===== config.mk =====
export PLATFORM = sky130hd
export DESIGN_NAME = apb_master
export DESIGN_NICKNAME = d
export VERILOG_FILES = /design/src/rtl/apb_master.sv
export SDC_FILE = /design/constraint.sdc
export NUM_CORES = 1
export LEC_CHECK = 0
export BUFFER_PORTS_ARGS = -buffer_cell sky130_fd_sc_hd__buf_2
export CAP_MARGIN = 20
export CORE_MARGIN = 3
export CORE_UTILIZATION = 45
export DETAILED_ROUTE_END_ITERATION = 6
export PLACE_DENSITY = 0.79
export SYNTH_ARGS = -nofsm -noshare
export SYNTH_HDL_FRONTEND = slang
export SYNTH_SLANG_ARGS = --single-unit

===== constraint.sdc =====
create_clock -name pclk -period 2.1 [get_ports pclk]
set_input_delay 0.21 -clock pclk [delete_from_list [all_inputs] [get_ports pclk]]
set_output_delay 0.21 -clock pclk [all_outputs]
set_load 0.02 [all_outputs]

===== src/rtl/apb_master.sv =====
// Single-outstanding APB master: turns a valid/ready command into a SETUP/ACCESS
// transfer and returns a one-cycle response, with an optional wait-state timeout.
module apb_master #(
  parameter int ADDR_W  = 32,
  parameter int DATA_W  = 32,
  parameter int TIMEOUT = 16
) (
  input  logic              pclk,
  input  logic              presetn,
  input  logic              cmd_valid,
  output logic              cmd_ready,
  input  logic              cmd_write,
  input  logic [ADDR_W-1:0] cmd_addr,
  input  logic [DATA_W-1:0] cmd_wdata,
  output logic              rsp_valid,
  output logic [DATA_W-1:0] rsp_rdata,
  output logic              rsp_err,
  output logic              rsp_timeout,
  output logic [ADDR_W-1:0] paddr,
  output logic              psel,
  output logic              penable,
  output logic              pwrite,
  output logic [DATA_W-1:0] pwdata,
  input  logic              pready,
  input  logic [DATA_W-1:0] prdata,
  input  logic              pslverr
);

  // A zero TIMEOUT still needs a legal (unused) counter width.
  localparam int CNT_W = (TIMEOUT > 0) ? $clog2(TIMEOUT + 1) : 1;

  typedef enum logic [1:0] {S_IDLE, S_SETUP, S_ACCESS} state_t;

  state_t             r_state;
  state_t             w_state_nxt;
  logic               w_accept;
  logic               w_done;
  logic               w_abort;
  logic               w_tmo_hit;
  logic [CNT_W-1:0]   r_wait_cnt;
  logic [ADDR_W-1:0]  r_paddr;
  logic               r_pwrite;
  logic [DATA_W-1:0]  r_pwdata;
  logic               r_rsp_valid;
  logic [DATA_W-1:0]  r_rsp_rdata;
  logic               r_rsp_err;
  logic               r_rsp_timeout;

  assign w_tmo_hit = (TIMEOUT != 0) && (r_wait_cnt == CNT_W'(TIMEOUT - 1));

  always_ff @(posedge pclk or negedge presetn) begin
    if (!presetn) r_state <= S_IDLE;
    else          r_state <= w_state_nxt;
  end

  always_comb begin
    w_state_nxt = r_state;
    w_accept    = 1'b0;
    w_done      = 1'b0;
    w_abort     = 1'b0;
    case (r_state)
      S_IDLE: begin
        if (cmd_valid) begin
          w_accept    = 1'b1;
          w_state_nxt = S_SETUP;
        end
      end
      S_SETUP: w_state_nxt = S_ACCESS;
      S_ACCESS: begin
        // A ready slave on the timeout edge is a normal completion.
        if (pready) begin
          w_done      = 1'b1;
          w_state_nxt = S_IDLE;
        end else if (w_tmo_hit) begin
          w_abort     = 1'b1;
          w_state_nxt = S_IDLE;
        end
      end
      default: w_state_nxt = S_IDLE;
    endcase
  end

  always_ff @(posedge pclk or negedge presetn) begin
    if (!presetn) begin
      r_wait_cnt    <= '0;
      r_paddr       <= '0;
      r_pwrite      <= 1'b0;
      r_pwdata      <= '0;
      r_rsp_valid   <= 1'b0;
      r_rsp_rdata   <= '0;
      r_rsp_err     <= 1'b0;
      r_rsp_timeout <= 1'b0;
    end else begin
      r_rsp_valid <= w_done | w_abort;
      if (w_accept) begin
        r_paddr  <= cmd_addr;
        r_pwrite <= cmd_write;
        r_pwdata <= cmd_wdata;
      end
      if (r_state != S_ACCESS) r_wait_cnt <= '0;
      else if (!pready)        r_wait_cnt <= r_wait_cnt + CNT_W'(1);
      if (w_done) begin
        r_rsp_err     <= pslverr;
        r_rsp_rdata   <= r_pwrite ? '0 : prdata;
        r_rsp_timeout <= 1'b0;
      end else if (w_abort) begin
        r_rsp_err     <= 1'b1;
        r_rsp_rdata   <= '0;
        r_rsp_timeout <= 1'b1;
      end
    end
  end

  assign cmd_ready   = (r_state == S_IDLE) && presetn;
  assign psel        = (r_state != S_IDLE);
  assign penable     = (r_state == S_ACCESS);
  assign paddr       = r_paddr;
  assign pwrite      = r_pwrite;
  assign pwdata      = r_pwdata;
  assign rsp_valid   = r_rsp_valid;
  assign rsp_rdata   = r_rsp_rdata;
  assign rsp_err     = r_rsp_err;
  assign rsp_timeout = r_rsp_timeout;

endmodule


=== Word level (Yosys, flattened, before mapping) ===
Cells that the tools add are included.
W data, S select, Z words.

* Bitwise logic cells: 1
* Reduce and logical (&&, ||, !) cells: 5
* Add/subtract/negate cells: 1
* Eq/ne operators: 7
* Muxes and demuxes: 19

{| class="wikitable"
|+ Operators with widths
! kind !! number
|-
| $mux W32 || 3
|-
| $mux W1 || 10
|-
| $mux W5 || 2
|-
| $mux W2 || 3
|-
| $pmux W2 S3 || 1
|-
| $add A5 B1 Y5 const B || 1
|-
| $eq A5 B4 Y1 const B || 1
|-
| $ne A2 B2 Y1 const B || 2
|-
| $reduce_bool A2 Y1 || 2
|-
| $ne A3 B1 Y1 const B || 1
|-
| $eq A2 B1 Y1 const B || 1
|-
| $eq A2 B2 Y1 const B || 1
|-
| $logic_not A2 Y1 || 1
|-
| $ne A2 B1 Y1 const B || 1
|-
| $reduce_and A2 Y1 || 1
|-
| $logic_and A1 B1 Y1 || 1
|-
| $or A1 B1 Y1 || 1
|}

* Bits of input ports: 102
* Bits in registers: 107
* Logic and storage cells: 42
* Output and inout bits: 103

=== Longest topological paths before layout ===
* Depth in word-level cells: 6
* Depth in mapped cells: 6
* Gate-level depth less buffers: 6

=== Worst setup path before layout ===
Ideal clock, no wire load.

* Kind: reg2reg
* From: register r_wait_cnt[0]
* To: register r_rsp_rdata[10] (netlist: rsp_rdata[10])
* Cell stages (with the launch flop): 7
* Buffers on the path: 1
* Data required time: 2034 ps
* Setup time: 66 ps
* Period minus slack after synthesis: 1560 ps
* Arrival time: 1494 ps
* Path slack: 540 ps
* Path through: dfrtp_1 > ha_1 > and3_1 > ha_1 > o21ai_2 > buf_2 > a22o_1

* Cells in the longest elaborated chain, start to end: 5

{| class="wikitable"
|+ RTL lines
! item !! line !! text
|-
| start: declaration || 40 || <nowiki>logic [CNT_W-1:0] r_wait_cnt;</nowiki>
|-
| start signal: assignment || 101 || <nowiki>else if (!pready) r_wait_cnt <= r_wait_cnt + CNT_W'(1);</nowiki>
|-
| $eq A5 B4 Y1 || 49 || <nowiki>assign w_tmo_hit = (TIMEOUT != 0) && (r_wait_cnt == CNT_W'(TIMEOUT - 1));</nowiki>
|-
| $mux W1 || 74 || <nowiki>end else if (w_tmo_hit) begin</nowiki>
|-
| $mux W1 || 71 || <nowiki>if (pready) begin</nowiki>
|-
| $mux W1 || 61 || <nowiki>case (r_state)</nowiki>
|-
| $reduce_bool A2 Y1 (no source line) || n/a ||
|-
| end signal: assignment || 104 || <nowiki>r_rsp_rdata <= r_pwrite ? '0 : prdata;</nowiki>
|-
| end: declaration || 45 || <nowiki>logic [DATA_W-1:0] r_rsp_rdata;</nowiki>
|}

No other way between the ends.
A chain may end at the register's enable or synchronous reset.

=== Final worst setup path ===
* From: register r_wait_cnt[0]
* To: register r_rsp_rdata[0] (netlist: rsp_rdata[0])

Same word-level chain as after synthesis.

==> results.py <==
metrics = {
    "outcome": {
        "status": "finished clean",
    },
    "route": {
        "drtAntennaViolNets": 0,
        "detailedRoute.firstIterationViolations": 90,
        "first_pass_iters": 4,
        "routedWlPerCell_um": 16.1,
        "detail_routed_via_count_per_cell": 4.90,
        "routed.top_layer": "met4",
        "drc": 0,
        "wl_met1_um": 3630,
        "detailroute.wirelength.met3_um": 716,
        "via_count": 2791,
        "met2_length_um": 4710,
        "wl_um": 9170,
    },
    "setup_path": {
        "timing_worst_setup_path_type": "flip-flop to flip-flop",
        "path_max_fanout": 32,
        "crit-reg2reg-launch": "r_wait_cnt[0]$_DFFE_PN0N_",
        "timing.critical_path.to_type": "flip-flop",
        "launching_instance_or_port_of_the_critical_path": "r_wait_cnt[0]$_DFFE_PN0N_",
        "setup.reg_to_reg.worst_slack_ps": 440,
        "worstSetupStartpointType": "flip-flop",
        "required_ps": 2400,
        "timing.critical_path.arrival_ps": 1950,
    },
    "synth": {
        "synth.net_count": 357,
        "synthSimpleGateAreaFrac": 0.0231,
        "synth-compound-area-share": 0.0793,
        "synth_xor_area_frac": 0.00655,
        "yosys.area_share.adder": 0.00624,
        "register_area_share_after_synthesis": 0.668,
        "ys_ff_latch": 107,
        "yosysWarningCount": 0,
        "synth_mux_area_frac": 0.185,
        "synthCells": 253,
        "synth_cell_types": 25,
        "synth_area_per_cell_um2": 15.9,
        "post_synth_instance_area_um2": 4010,
        "combinational_family_with_the_most_area_after_synthesis": "multiplexers",
    },
    "timing": {
        "fin_crit_sh": 0.789,
        "final.setup_skew_ps": 15.8,
        "grt_setup_unrepaired": "false",
        "timing.final.setup_violations": 0,
        "finalSetupTns_ps": 0,
        "drv_slew": 0,
        "report.final.hold_viol_count": 0,
        "timing.final.crit_period_ps": 1660,
        "fmax_mhz": 604,
        "worst_slew_pin_slew_ps": 555,
        "max-slew-margin-rel": 0.630,
    },
    "die": {
        "ios": 205,
        "floorplan.die_area_um2": 10100,
        "placement_row_count": 33,
        "initial_utilization": 0.476,
        "die-width_um": 100,
        "floorplan.die.height_um": 100,
        "coreArea_um2": 8420,
    },
    "grt": {
        "globalRoute.totalOverflow": 0,
        "grt.total_usage": 0.184,
        "number_of_global_route_vias_before_repair": 2951,
        "maximum_number_of_pins_on_one_net_before_global_route_repair": 108,
        "antenna_found_initial": 0,
        "wire_length_of_the_first_global_routing_pass_um": 14600,
    },
    "clock_tree": {
        "clk_pin_slew_ps": 120,
        "clock_tree_from_tritoncts": "done",
        "cts_buffer_depth": 2,
        "cts.sink_count": 107,
        "clk_root_buffer_cell": "sky130_fd_sc_hd__clkbuf_8",
        "cts-htree-levels": 3,
        "clock_insertion_delay_worst_skew_ps": 360,
        "cts_buffers": 9,
    },
    "flow_run": {
        "max_cap_violations": 0,
    },
    "placed_design": {
        "port_buffers": 204,
        "gpl.final_weighted_congestion": 0.715,
        "hpwlAfterDp_um": 6920,
        "postPlaceCellArea_um2": 5140,
    },
    "power_and_ir_drop": {
        "worst_ir_drop_vdd_mv": 0.740,
        "power_uw": 8570,
        "pwr_density_cell_nw_per_um2": 1600,
        "p_leak_uw": 0.00276,
    },
    "worst_hold_path": {
        "hold_path_startpoint": "prdata[13]",
        "timing.hold.worst.class": "input port to flip-flop",
    },
    "layout": {
        "final_common_cell": "sky130_fd_sc_hd__buf_2",
        "nFillCells": 677,
        "numnets_final": 564,
        "finalInstanceArea_um2": 5340,
        "most-common-layout-cells": "sky130_fd_sc_hd__buf_2, sky130_fd_sc_hd__dfrtp_1, sky130_fd_sc_hd__mux2_1",
        "synthesis_to_layout_area_growth_pct": 33.2,
        "insertedDiodeCount": 0,
        "final_layout_size_suffix_gt1_frac": 0.548,
    },
}
stage by stage:
| step | utilization | cells | worst slack [ps] | hold WS (ps) |
|---|---|---|---|---|
| floorplan | - | 253 | 540 | -85.6 |
| global placement | 0.610 | 553 | 511 | 341 |
| detailed placement | 0.610 | 553 | 454 | 355 |
| CTS | 0.634 | 570 | 448 | 26.2 |
| global route | 0.634 | 570 | 336 | 24.3 |
| finish | 0.634 | 570 | 443 | 50.9 |
worst paths after layout:
check / depth (start not counted) / to
max: 6 / rsp_rdata[0]$_DFFE_PN0P_
min: 2 / rsp_rdata[13]$_DFFE_PN0P_
max reg2reg: 6 / rsp_rdata[0]$_DFFE_PN0P_
min reg2reg: 1 / pwdata[12]$_DFFE_PN0P_
max in group asynchronous: 3 / rsp_rdata[15]$_DFFE_PN0P_
min in group asynchronous: 3 / paddr[12]$_DFFE_PN0P_
where the power goes:
group          switching (µW)  internal [µW]
Clock                     739            463
Sequential                473           3030
Combinational            2290           1580
Total                    3500           5070
cell usage after synthesis, drive strengths merged:
library cell | n | area share
dfrtp | 107 | 0.67
mux2 | 65 | 0.18
a22o | 32 | 0.070
buf | 14 | 0.027
nor2 | 10 | 0.011
inv | 6 | 0.0056
a21oi | 3 | 0.0037
ha | 2 | 0.0062
o21ai | 2 | 0.0034
xor2 | 2 | 0.0044
and3 | 1 | 0.0016
mux2i | 1 | 0.0025
nand2 | 1 | 0.00094
nand2b | 1 | 0.0016
nand3b | 1 | 0.0019
nand4b | 1 | 0.0022
nor2b | 1 | 0.0016
o22a | 1 | 0.0022
or2 | 1 | 0.0022
xnor2 | 1 | 0.0022
layer usage:
metal	track usage	up-vias
met5	0	-
met4	0.0508	0
met3	0.0618	10
met2	0.322	116
met1	0.217	1356
li1	-	1309
state kept, by name, summed over array words and instances, names as in the netlist:
name	count
paddr	32
pwdata	32
pwrite	1
r_state	2
r_wait_cnt	5
rsp_err	1
rsp_rdata	32
rsp_timeout	1
rsp_valid	1
cells by family (layout without fill, tap and decap cells):
family,Yosys count,in the layout
multiplexers,66,66
AO/OA/AOI/OAI,38,38
adder cells (fa/ha/maj),2,2
flip-flops,107,107
buffers and inverters,20,232
AND/OR/NAND/NOR,17,17
XOR/XNOR,3,3
worst max-delay path, stage by stage, from the launching register on:
cell                      delay, ps
sky130_fd_sc_hd__dfrtp_1        420
sky130_fd_sc_hd__ha_1           210
sky130_fd_sc_hd__and3_1         180
sky130_fd_sc_hd__ha_1           210
sky130_fd_sc_hd__o21ai_2        190
sky130_fd_sc_hd__buf_12         210
sky130_fd_sc_hd__a22o_1         170
layout make-up:
cell class                 instances  area, µm²  area share
tap                              105        131      0.0246
multi-input combinational        126       1210       0.226
sequential                       107       2680       0.501
clock inverter                     7       71.3      0.0134
clock buffer                       9        124      0.0232
inverter                           6       22.5     0.00422
timing repair buffer             210       1110       0.208
what timing repair did:
| item | in CTS | in global routing |
|---|---|---|
| resized for setup | 0 | 0 |
| buffers inserted | 0 | 0 |
| hold endpoints to repair | 107 | 0 |
| hold buffers | 1 | 0 |
Note: power is estimated with default switching activity, not from simulation.
